==> config.mk <==
export PLATFORM = sky130hd
export DESIGN_NAME = joy_serial_reader_flat
export DESIGN_NICKNAME = d
export VERILOG_FILES = /design/src/rtl/joy_serial_reader_if.sv /design/src/rtl/joy_serial_reader.sv /design/src/flat_wrapper.sv
export SDC_FILE = /design/constraint.sdc
export NUM_CORES = 1
export LEC_CHECK = 0
export CAP_MARGIN = 20
export CORE_ASPECT_RATIO = 0.6
export CORE_UTILIZATION = 50
export DETAILED_ROUTE_END_ITERATION = 10
export DONT_BUFFER_PORTS = 1
export PLACE_DENSITY = 0.67
export SLEW_MARGIN = 20
export SYNTH_ARGS = -nofsm -noshare
export SYNTH_HDL_FRONTEND = slang
export SYNTH_SLANG_ARGS = --single-unit
==> constraint.sdc <==
create_clock -name clk_sys -period 3 [get_ports clk_sys]
set_input_delay 0.6 -clock clk_sys [delete_from_list [all_inputs] [get_ports clk_sys]]
set_output_delay 0.6 -clock clk_sys [all_outputs]
set_load 0.005 [all_outputs]
==> src/rtl/joy_serial_reader_if.sv <==
// Serial joystick bus: shift-register control lines out, serial data in,
// and the published joystick vectors with their frame strobe.
interface joy_serial_reader_if;
  logic        JOY_DATA;
  logic        JOY_CLK;
  logic        JOY_LOAD;
  logic [11:0] joystick1;
  logic [11:0] joystick2;
  logic        frame_strobe;

  modport master (
    input  JOY_DATA,
    output JOY_CLK,
    output JOY_LOAD,
    output joystick1,
    output joystick2,
    output frame_strobe
  );

  modport slave (
    output JOY_DATA,
    input  JOY_CLK,
    input  JOY_LOAD,
    input  joystick1,
    input  joystick2,
    input  frame_strobe
  );
endinterface

==> src/rtl/joy_serial_reader.sv <==
// Serial joystick front-end: clocks the external shift register, deserialises
// 24-bit frames and publishes both joystick vectors atomically per frame.
//
// state      | meaning
// ST_HOLD_LO | after reset, first half period with JOY_CLK low
// ST_HOLD_HI | second half period, JOY_CLK still held low
// ST_RUN     | JOY_CLK toggling, slots captured on rising edges
module joy_serial_reader #(
  parameter int CLK_DIV = 64,
  parameter bit FILTER  = 1'b1
) (
  input  logic                  clk_sys,
  input  logic                  reset,
  joy_serial_reader_if.master   joy
);

  localparam logic [7:0] DIV_LAST  = 8'(CLK_DIV - 1);
  localparam logic [4:0] SLOT_LAST = 5'd25;

  typedef enum logic [1:0] {
    ST_HOLD_LO,
    ST_HOLD_HI,
    ST_RUN
  } state_t;

  state_t      r_state;
  state_t      w_state_nxt;
  logic        r_sync1;
  logic        r_sync2;
  logic [7:0]  r_div;
  logic        r_joy_clk;
  logic        w_joy_clk_nxt;
  logic        w_wrap;
  logic        w_rise;
  logic [4:0]  r_slot;
  logic        r_load;
  logic [23:0] r_shadow;
  logic [23:0] r_prev;
  logic [11:0] r_joy1;
  logic [11:0] r_joy2;
  logic        r_frame_end;
  logic        r_strobe;
  logic        w_dst_valid;
  logic [4:0]  w_dst_idx;

  assign w_wrap = (r_div == DIV_LAST);

  always_ff @(posedge clk_sys) begin
    if (reset) begin
      r_state   <= ST_HOLD_LO;
      r_joy_clk <= 1'b0;
    end else begin
      r_state   <= w_state_nxt;
      r_joy_clk <= w_joy_clk_nxt;
    end
  end

  // The first full JOY_CLK period after reset stays low; its closing wrap is
  // the first rising edge, which opens slot 0 instead of capturing.
  always_comb begin
    w_state_nxt   = r_state;
    w_joy_clk_nxt = r_joy_clk;
    w_rise        = 1'b0;
    case (r_state)
      ST_HOLD_LO: begin
        if (w_wrap) w_state_nxt = ST_HOLD_HI;
      end
      ST_HOLD_HI: begin
        if (w_wrap) begin
          w_state_nxt   = ST_RUN;
          w_joy_clk_nxt = 1'b1;
        end
      end
      ST_RUN: begin
        if (w_wrap) begin
          w_joy_clk_nxt = ~r_joy_clk;
          w_rise        = ~r_joy_clk;
        end
      end
      default: w_state_nxt = ST_HOLD_LO;
    endcase
  end

  // Shadow bit index in {j2,j1}: j1 occupies 11:0, j2 occupies 23:12.
  always_comb begin
    w_dst_valid = 1'b1;
    w_dst_idx   = 5'd0;
    case (r_slot)
      5'd2:  w_dst_idx = 5'd8;
      5'd3:  w_dst_idx = 5'd6;
      5'd4:  w_dst_idx = 5'd5;
      5'd5:  w_dst_idx = 5'd4;
      5'd6:  w_dst_idx = 5'd3;
      5'd7:  w_dst_idx = 5'd2;
      5'd8:  w_dst_idx = 5'd1;
      5'd9:  w_dst_idx = 5'd0;
      5'd10: w_dst_idx = 5'd20;
      5'd11: w_dst_idx = 5'd18;
      5'd12: w_dst_idx = 5'd17;
      5'd13: w_dst_idx = 5'd16;
      5'd14: w_dst_idx = 5'd15;
      5'd15: w_dst_idx = 5'd14;
      5'd16: w_dst_idx = 5'd13;
      5'd17: w_dst_idx = 5'd12;
      5'd18: w_dst_idx = 5'd22;
      5'd19: w_dst_idx = 5'd23;
      5'd20: w_dst_idx = 5'd21;
      5'd21: w_dst_idx = 5'd19;
      5'd22: w_dst_idx = 5'd10;
      5'd23: w_dst_idx = 5'd11;
      5'd24: w_dst_idx = 5'd9;
      5'd25: w_dst_idx = 5'd7;
      default: w_dst_valid = 1'b0;
    endcase
  end

  always_ff @(posedge clk_sys) begin
    if (reset) begin
      r_sync1     <= 1'b1;
      r_sync2     <= 1'b1;
      r_div       <= 8'd0;
      r_slot      <= 5'd0;
      r_load      <= 1'b1;
      r_shadow    <= '1;
      r_prev      <= '1;
      r_joy1      <= '1;
      r_joy2      <= '1;
      r_frame_end <= 1'b0;
      r_strobe    <= 1'b0;
    end else begin
      r_sync1     <= joy.JOY_DATA;
      r_sync2     <= r_sync1;
      r_div       <= w_wrap ? 8'd0 : r_div + 8'd1;
      r_load      <= !((r_state == ST_RUN) && (r_slot == 5'd0));
      r_frame_end <= w_rise && (r_slot == SLOT_LAST);
      r_strobe    <= r_frame_end;
      if (w_rise) begin
        if (w_dst_valid) r_shadow[w_dst_idx] <= r_sync2;
        r_slot <= (r_slot == SLOT_LAST) ? 5'd0 : r_slot + 5'd1;
      end
      // Shadow is complete here; both vectors move together or not at all.
      if (r_frame_end) begin
        r_prev <= r_shadow;
        if ((FILTER == 1'b0) || (r_shadow == r_prev)) begin
          r_joy1 <= r_shadow[11:0];
          r_joy2 <= r_shadow[23:12];
        end
      end
    end
  end

  assign joy.JOY_CLK      = r_joy_clk;
  assign joy.JOY_LOAD     = r_load;
  assign joy.joystick1    = r_joy1;
  assign joy.joystick2    = r_joy2;
  assign joy.frame_strobe = r_strobe;

endmodule

==> src/flat_wrapper.sv <==
// flat-port wrapper written by rule: the top's interface ports become plain ports
module joy_serial_reader_flat 
#(
  parameter int CLK_DIV = 64,
  parameter bit FILTER  = 1'b1
)
  (clk_sys, reset, joy_JOY_DATA, joy_JOY_CLK, joy_JOY_LOAD, joy_joystick1, joy_joystick2, joy_frame_strobe);
  joy_serial_reader_if joy_i ();
  input  logic clk_sys;
  input  logic reset;
  input wire logic [$bits(joy_i.JOY_DATA)-1:0] joy_JOY_DATA;
  output wire logic [$bits(joy_i.JOY_CLK)-1:0] joy_JOY_CLK;
  output wire logic [$bits(joy_i.JOY_LOAD)-1:0] joy_JOY_LOAD;
  output wire logic [$bits(joy_i.joystick1)-1:0] joy_joystick1;
  output wire logic [$bits(joy_i.joystick2)-1:0] joy_joystick2;
  output wire logic [$bits(joy_i.frame_strobe)-1:0] joy_frame_strobe;
  assign joy_i.JOY_DATA = joy_JOY_DATA;
  assign joy_JOY_CLK = joy_i.JOY_CLK;
  assign joy_JOY_LOAD = joy_i.JOY_LOAD;
  assign joy_joystick1 = joy_i.joystick1;
  assign joy_joystick2 = joy_i.joystick2;
  assign joy_frame_strobe = joy_i.frame_strobe;
  joy_serial_reader #(.CLK_DIV(CLK_DIV), .FILTER(FILTER)) u_core (.clk_sys(clk_sys), .reset(reset), .joy(joy_i));
endmodule
==> results of run 1 <==
[where the power goes]
group	internal (mW)	total [mW]	switching (mW)	leakage, nW
registers	1.24	1.24	0.00453	0.753
clock network	0.666	1.12	0.451	0.139
logic	0.00655	0.0144	0.00780	1.02
[registers in the layout, summed over array words and instances, names as in the netlist]
signal / count
u_core.r_sync2: 1
u_core.joy.joystick2: 12
u_core.joy.frame_strobe: 1
u_core.r_shadow: 24
u_core.r_div: 8
u_core.r_sync1: 1
u_core.r_slot: 5
u_core.r_frame_end: 1
u_core.r_state: 2
u_core.joy.joystick1: 12
u_core.r_prev: 24
u_core.joy.JOY_CLK: 1
u_core.joy.JOY_LOAD: 1
[per-layer routing]
| metal | track usage, % | vias to the layer above | part of all wire [%] |
|---|---|---|---|
| met4 | 5.76 | 0 | 0.72 |
| met3 | 5.82 | 7 | 4.0 |
| met2 | 28.2 | 55 | 40 |
| met5 | 0 | - | 0 |
| li1 | - | 1590 | - |
| met1 | 32.8 | 1508 | 56 |
[synth_stat cells (2+ instances only)]
library cell  count  share of area, %
nor3_1            4              0.47
o21ai_0           2              0.23
inv_1            29               2.5
buf_1             3              0.26
nand3_1           8              0.94
o21ai_1           5              0.58
a211o_1          48               9.8
mux2i_1          13               3.0
xor2_1           16               3.3
buf_2             9               1.1
nor3_2            2              0.47
o311a_1           2              0.47
and3_2            2              0.35
a31oi_1           8               1.2
or2_2             3              0.44
nand2b_1         11               1.6
a21oi_1           6              0.70
a211oi_1         10               1.8
a311o_1           6               1.4
dfxtp_1          93                44
a21o_1            2              0.35
o211ai_1          2              0.35
ha_1              6               1.8
nor2_1           62               5.4
nor4_1            3              0.44
and3_1            4              0.58
nand4_1           8               1.2
a21boi_1          5              0.88
nor2b_1          30               4.4
nand2_1           7              0.61
xnor2_1          18               3.7
clkbuf_1         20               1.8
[logic make-up (layout without fill, tap and decap cells)]
group	after synthesis	in the layout
buf+inv	63	53
fa+ha+maj	6	6
flops	93	93
mux	13	13
xor+xnor	34	34
compound gates	103	103
simple gates	151	151
[layout make-up]
| class | count | area (µm²) | area share, % |
|---|---|---|---|
| tap | 108 | 135 | 2.92 |
| clock inverter | 3 | 46.3 | 1.00 |
| sequential | 93 | 1860 | 40.3 |
| clock buffer | 12 | 246 | 5.33 |
| multi-input combinational | 307 | 2160 | 46.8 |
| timing repair buffer | 8 | 60.1 | 1.30 |
| inverter | 30 | 113 | 2.44 |
[worst paths after layout]
| check | from | slack [ns] | endpoint |
|---|---|---|---|
| setup reg to reg | u_core.r_slot[0] | 0.40 | u_core.r_shadow[3] |
| hold reg to reg | u_core.r_sync1 | 0.42 | u_core.r_sync2 |
| setup / recovery | u_core.r_slot[0] | 0.40 | u_core.r_shadow[3] |
| hold / removal | reset | 0.33 | u_core.r_state[1] |
==> impl_metrics.env, run 1 <==
export IMPL_status="completed"
export IMPL_synth_top_family_by_area="compound AO/OA/AOI/OAI gates"
export IMPL_num_rows=25
export IMPL_holdWs_ns=0.332
export IMPL_viasPerCell=5.63
export IMPL_cts_sinks=93
export IMPL_yosysWarnings=0
export IMPL_utilization_pct=57.3
export IMPL_critPathTopFamily="compound AO/OA/AOI/OAI gates"
export IMPL_dr_total_vias=3160
export IMPL_startpoint_type="flop"
export IMPL_grt_max_degree=86
export IMPL_worst_r2r_cell_count=8
export IMPL_whs_path_depth=1
export IMPL_setup_viol=0
export IMPL_postPlaceCellArea_um2=4330
export IMPL_placed_cells=546
export IMPL_hold_buffers=0
export IMPL_rsz0062_at_grt="false"
export IMPL_layout_common_cells="dfxtp_1 (93), nor2_1 (62), a211o_1 (48)"
export IMPL_antenna_found_initial=0
export IMPL_grt_pass1_vias=2813
export IMPL_clockBufferDepth=2
export IMPL_fin_skew_ns=0.00511
export IMPL_max_freq_mhz=385
export IMPL_yosys_area_share_xor_xnor_pct=6.96
export IMPL_layout_cells_most_common="dfxtp_1"
export IMPL_cp_depth=8
export IMPL_grt_use_total_pct=21.3
export IMPL_leakage_nw=1.91
export IMPL_path_max_fanout=11
export IMPL_final_area_um2=4620
export IMPL_grt_pass1_wl_um=14300
export IMPL_worstPathCellList="ha_1 > and3_1 > ha_1 > a21o_1 > a311oi_4 > and3_2 > a21boi_1 > a311o_1"
export IMPL_synth_simple_gate_area_share_pct=18.5
export IMPL_setup_tns_final_ns=0
export IMPL_nets=458
export IMPL_synth_seq_area_share_pct=43.5
export IMPL_fp_dieH_um=73.7
export IMPL_place_congestion=0.826
export IMPL_synthMuxAreaShare_pct=3.04
export IMPL_hpwl_um=6130
export IMPL_drt_iter0_markers=191
export IMPL_area_growth_pct=8.07
export IMPL_critical_path_class="flop to flop"
export IMPL_endpoint_kind="flop"
export IMPL_postCtsSetupBuffers=0
export IMPL_firstDrtPassIters=4
export IMPL_crit_top_cell="ha_1"
export IMPL_final_cells=561
export IMPL_setup_ws_ns=0.399
export IMPL_synth_cell_types=48
export IMPL_io_buffers=0
export IMPL_slew_headroom_pct=45.9
export IMPL_worst_path_buf_inv=0
export IMPL_arrival_ns=2.82
export IMPL_period_share_pct=86.7
export IMPL_cts_root_buf="clkbuf_16"
export IMPL_ys_ff_latch=93
export IMPL_drv_slew=0
export IMPL_synth_nets=472
export IMPL_dieArea_um2=8940
export IMPL_synth_compound_area_share_pct=20.2
export IMPL_layout_drive_gt1_share_pct=7.28
export IMPL_cap_viol_max_count=0
export IMPL_cts_resized=0
export IMPL_grt_overflow_total=0
export IMPL_total_power_mw=2.37
export IMPL_die_w_um=121
export IMPL_syn_mean_instance_area_um2=9.24
export IMPL_yosys_area_share_adder_pct=1.75
export IMPL_hold_violations=0
export IMPL_worstMarginPinSlew_ns=0.804
export IMPL_crit_slowest_cell="a311oi_4"
export IMPL_finalWirelength_um=8850
export IMPL_htree_levels=3
export IMPL_pre_cts_slack_ns=0.429
export IMPL_synth_ff_type="dfxtp_1"
export IMPL_synth_edff_count=0
export IMPL_clk_pin_slew_ns=0.06
export IMPL_initial_utilization_pct=53.0
export IMPL_cts_tree="yes"
export IMPL_wl_per_cell_um=15.8
export IMPL_required_ns=3.22
export IMPL_syn_area_um2=4280
export IMPL_ir_drop_mv=0.285
export IMPL_numCtsBuffers=9
export IMPL_period_needed_ns=2.60
export IMPL_synthCells=463
export IMPL_fill_cells=737
export IMPL_powerDensity_nw_per_um2=514
export IMPL_hp_class="primary input to flop"
export IMPL_core_area_um2=8070
export IMPL_route_detailed_drc=0
export IMPL_n_antenna_cell=0
export IMPL_ys_async_sr_fraction_pct=0
export IMPL_ios=30
export IMPL_max_stage_delay_ns=0.39
export IMPL_clk_latency_ns=0.34
export IMPL_ant_nets=0
Note: power is estimated with default switching activity, not from simulation.
==> run 2: changes to the inputs <==
SKIP_CTS_REPAIR_TIMING = 1   (was default)
==> results of run 2 <==
Final layout, timing and power as in run 1 (identical DEF).
==> run 3: changes to the inputs <==
PLACE_DENSITY = 0.75   (was 0.67)
==> run 3 against run 2 <==
Critical path depth is the same. Total power shrank 3.0%. First-iteration DRC count grew 25%. Hold slack lost 0.0018 ns. Routed wire length grew 2.3%. Flip-flop and latch count is the same. Non-clock buffer count shrank 1. Cell area shrank 0.51%. Fmax shrank 2.9%.
==> impl_metrics.env, run 3 (synthesized netlist as in run 1, its figures left out) <==
export IMPL_wl_met3_um=574
export IMPL_r2r_end="u_core.r_shadow[7]"
export IMPL_highest_layer="met4"
export IMPL_area_growth_pct=7.51
export IMPL_hp_class="primary input to flop"
export IMPL_numCtsBuffers=9
export IMPL_layout_drive_gt1_share_pct=7.51
export IMPL_grt_max_degree=86
export IMPL_n_antenna_cell=0
export IMPL_status="completed"
export IMPL_leakage_nw=1.90
export IMPL_whs_path_depth=1
export IMPL_setup_viol=0
export IMPL_clock_power_share_pct=45.4
export IMPL_antenna_found_initial=0
export IMPL_cts_root_buf="clkbuf_16"
export IMPL_hold_end="u_core.joy.JOY_CLK"
export IMPL_hp_start="reset"
export IMPL_grt_overflow_total=0
export IMPL_place_congestion=0.806
export IMPL_grt_pass1_vias=2878
export IMPL_io_buffers=0
export IMPL_layout_common_cells="dfxtp_1 (93), nor2_1 (62), a211o_1 (48)"
export IMPL_fill_cells=736
export IMPL_clockBufferDepth=2
export IMPL_powerDensity_nw_per_um2=501
export IMPL_required_ns=3.23
export IMPL_seq_area_um2=1860
export IMPL_largestRegisters="u_core.r_prev: 24 flops, u_core.r_shadow: 24 flops"
export IMPL_path_max_fanout=11
export IMPL_combPwrFrac_pct=0.6
export IMPL_endpoint_kind="flop"
export IMPL_htree_levels=3
export IMPL_final_area_um2=4600
export IMPL_pwr_share_seq_pct=54.0
export IMPL_clk_latency_ns=0.34
export IMPL_wl_met2_um=3880
export IMPL_slew_headroom_pct=60.8
export IMPL_route_detailed_drc=0
export IMPL_r2r_slack_ns=0.32
export IMPL_max_freq_mhz=374
export IMPL_die_w_um=121
export IMPL_period_share_pct=89.2
export IMPL_dr_total_vias=3203
export IMPL_multiInputGateArea_um2=2160
export IMPL_drv_slew=0
export IMPL_arrival_ns=2.90
export IMPL_fp_dieH_um=73.7
export IMPL_dieArea_um2=8940
export IMPL_initial_utilization_pct=53.0
export IMPL_critPathTopFamily="compound AO/OA/AOI/OAI gates"
export IMPL_hpwl_um=6230
export IMPL_drt_iter0_markers=238
export IMPL_cts_sinks=93
export IMPL_cts_tree="yes"
export IMPL_worst_path_buf_inv=0
export IMPL_ios=30
export IMPL_reg2reg_from="u_core.r_slot[0]"
export IMPL_setup_tns_final_ns=0
export IMPL_grt_use_total_pct=21.3
export IMPL_postPlaceCellArea_um2=4320
export IMPL_worstPathCellList="ha_1 > and3_1 > ha_1 > a21o_1 > a311oi_4 > and3_2 > a21boi_1 > a311o_1"
export IMPL_switching_share_pct=20.6
export IMPL_hold_violations=0
export IMPL_core_area_um2=8070
export IMPL_wl_per_cell_um=16.1
export IMPL_viasPerCell=5.71
export IMPL_worst_r2r_cell_count=8
export IMPL_num_rows=25
export IMPL_period_needed_ns=2.68
export IMPL_ant_nets=0
export IMPL_layout_cells_most_common="dfxtp_1"
export IMPL_clk_pin_slew_ns=0.06
export IMPL_max_stage_delay_ns=0.39
export IMPL_startpoint_type="flop"
export IMPL_nets=457
export IMPL_crit_slowest_cell="a311oi_4"
export IMPL_internal_power_mw=1.83
export IMPL_finalWirelength_um=9050
export IMPL_cap_viol_max_count=0
export IMPL_holdWs_ns=0.331
export IMPL_grt_pass1_wl_um=14400
export IMPL_rsz0062_at_grt="false"
export IMPL_ir_drop_mv=0.278
export IMPL_worstMarginPinSlew_ns=0.583
export IMPL_firstDrtPassIters=4
export IMPL_critical_path_class="flop to flop"
export IMPL_fin_skew_ns=0.00539
export IMPL_crit_top_cell="ha_1"
export IMPL_p_sw_mw=0.474
export IMPL_m1WireLength_um=4540
## run 3: through the flow
stage               total power, mW  util (%)  std cells  setup slack (ns)
CTS                            2.33      57.0        561             0.357
global route                   2.39      57.0        561             0.184
global placement               1.29      53.6        545             0.500
detailed placement             1.29      53.6        545             0.377
floorplan                      1.30         -        463             0.553
finish                         2.30      57.0        561             0.323
## run 3: how the worst max path moves through the flow
stage,startpoint,endpoint,slack (ns),cells past startpoint
global placement,u_core.r_slot[0],u_core.r_shadow[7],0.50,8
detailed placement,u_core.r_slot[0],u_core.r_shadow[7],0.38,8
CTS,u_core.r_slot[0],u_core.r_shadow[7],0.36,8
global route,u_core.r_slot[0],u_core.r_shadow[11],0.18,8
finish,u_core.r_slot[0],u_core.r_shadow[7],0.32,8
floorplan,u_core.r_slot[0],u_core.r_shadow[7],0.55,9
## run 3: area by class of cell
class | instances | area share, %
repair buffers | 7 | 1.14
flip-flops and latches | 93 | 40.5
inverters | 30 | 2.45
clock buffers | 11 | 5.28
multi-input cells | 307 | 47.0
well taps | 108 | 2.94
clock inverters | 5 | 0.734
## run 3: power by group through the flow
| stage | combinational [mW] | clock (mW) | sequential [mW] |
|---|---|---|---|
| floorplan | 0.0268 | 0 | 1.27 |
| global placement | 0.0140 | 0 | 1.27 |
| detailed placement | 0.0143 | 0 | 1.27 |
| CTS | 0.0144 | 1.07 | 1.24 |
| global route | 0.0156 | 1.13 | 1.24 |
| finish | 0.0140 | 1.05 | 1.24 |
## run 3: per-layer routing
metal | GRT usage [%] | up-vias
met5 | 0 | -
met3 | 7.69 | 5
met4 | 3.29 | 0
met2 | 31.1 | 72
li1 | - | 1587
met1 | 30.5 | 1539
## run 3: worst reg2reg max path, stage by stage, from the launching register on
cell and delay [ns]:
dfxtp_1 0.36, ha_1 0.36, and3_1 0.25, ha_1 0.23
a21o_1 0.23, a311oi_4 0.39, and3_2 0.34, a21boi_1 0.09
a311o_1 0.31
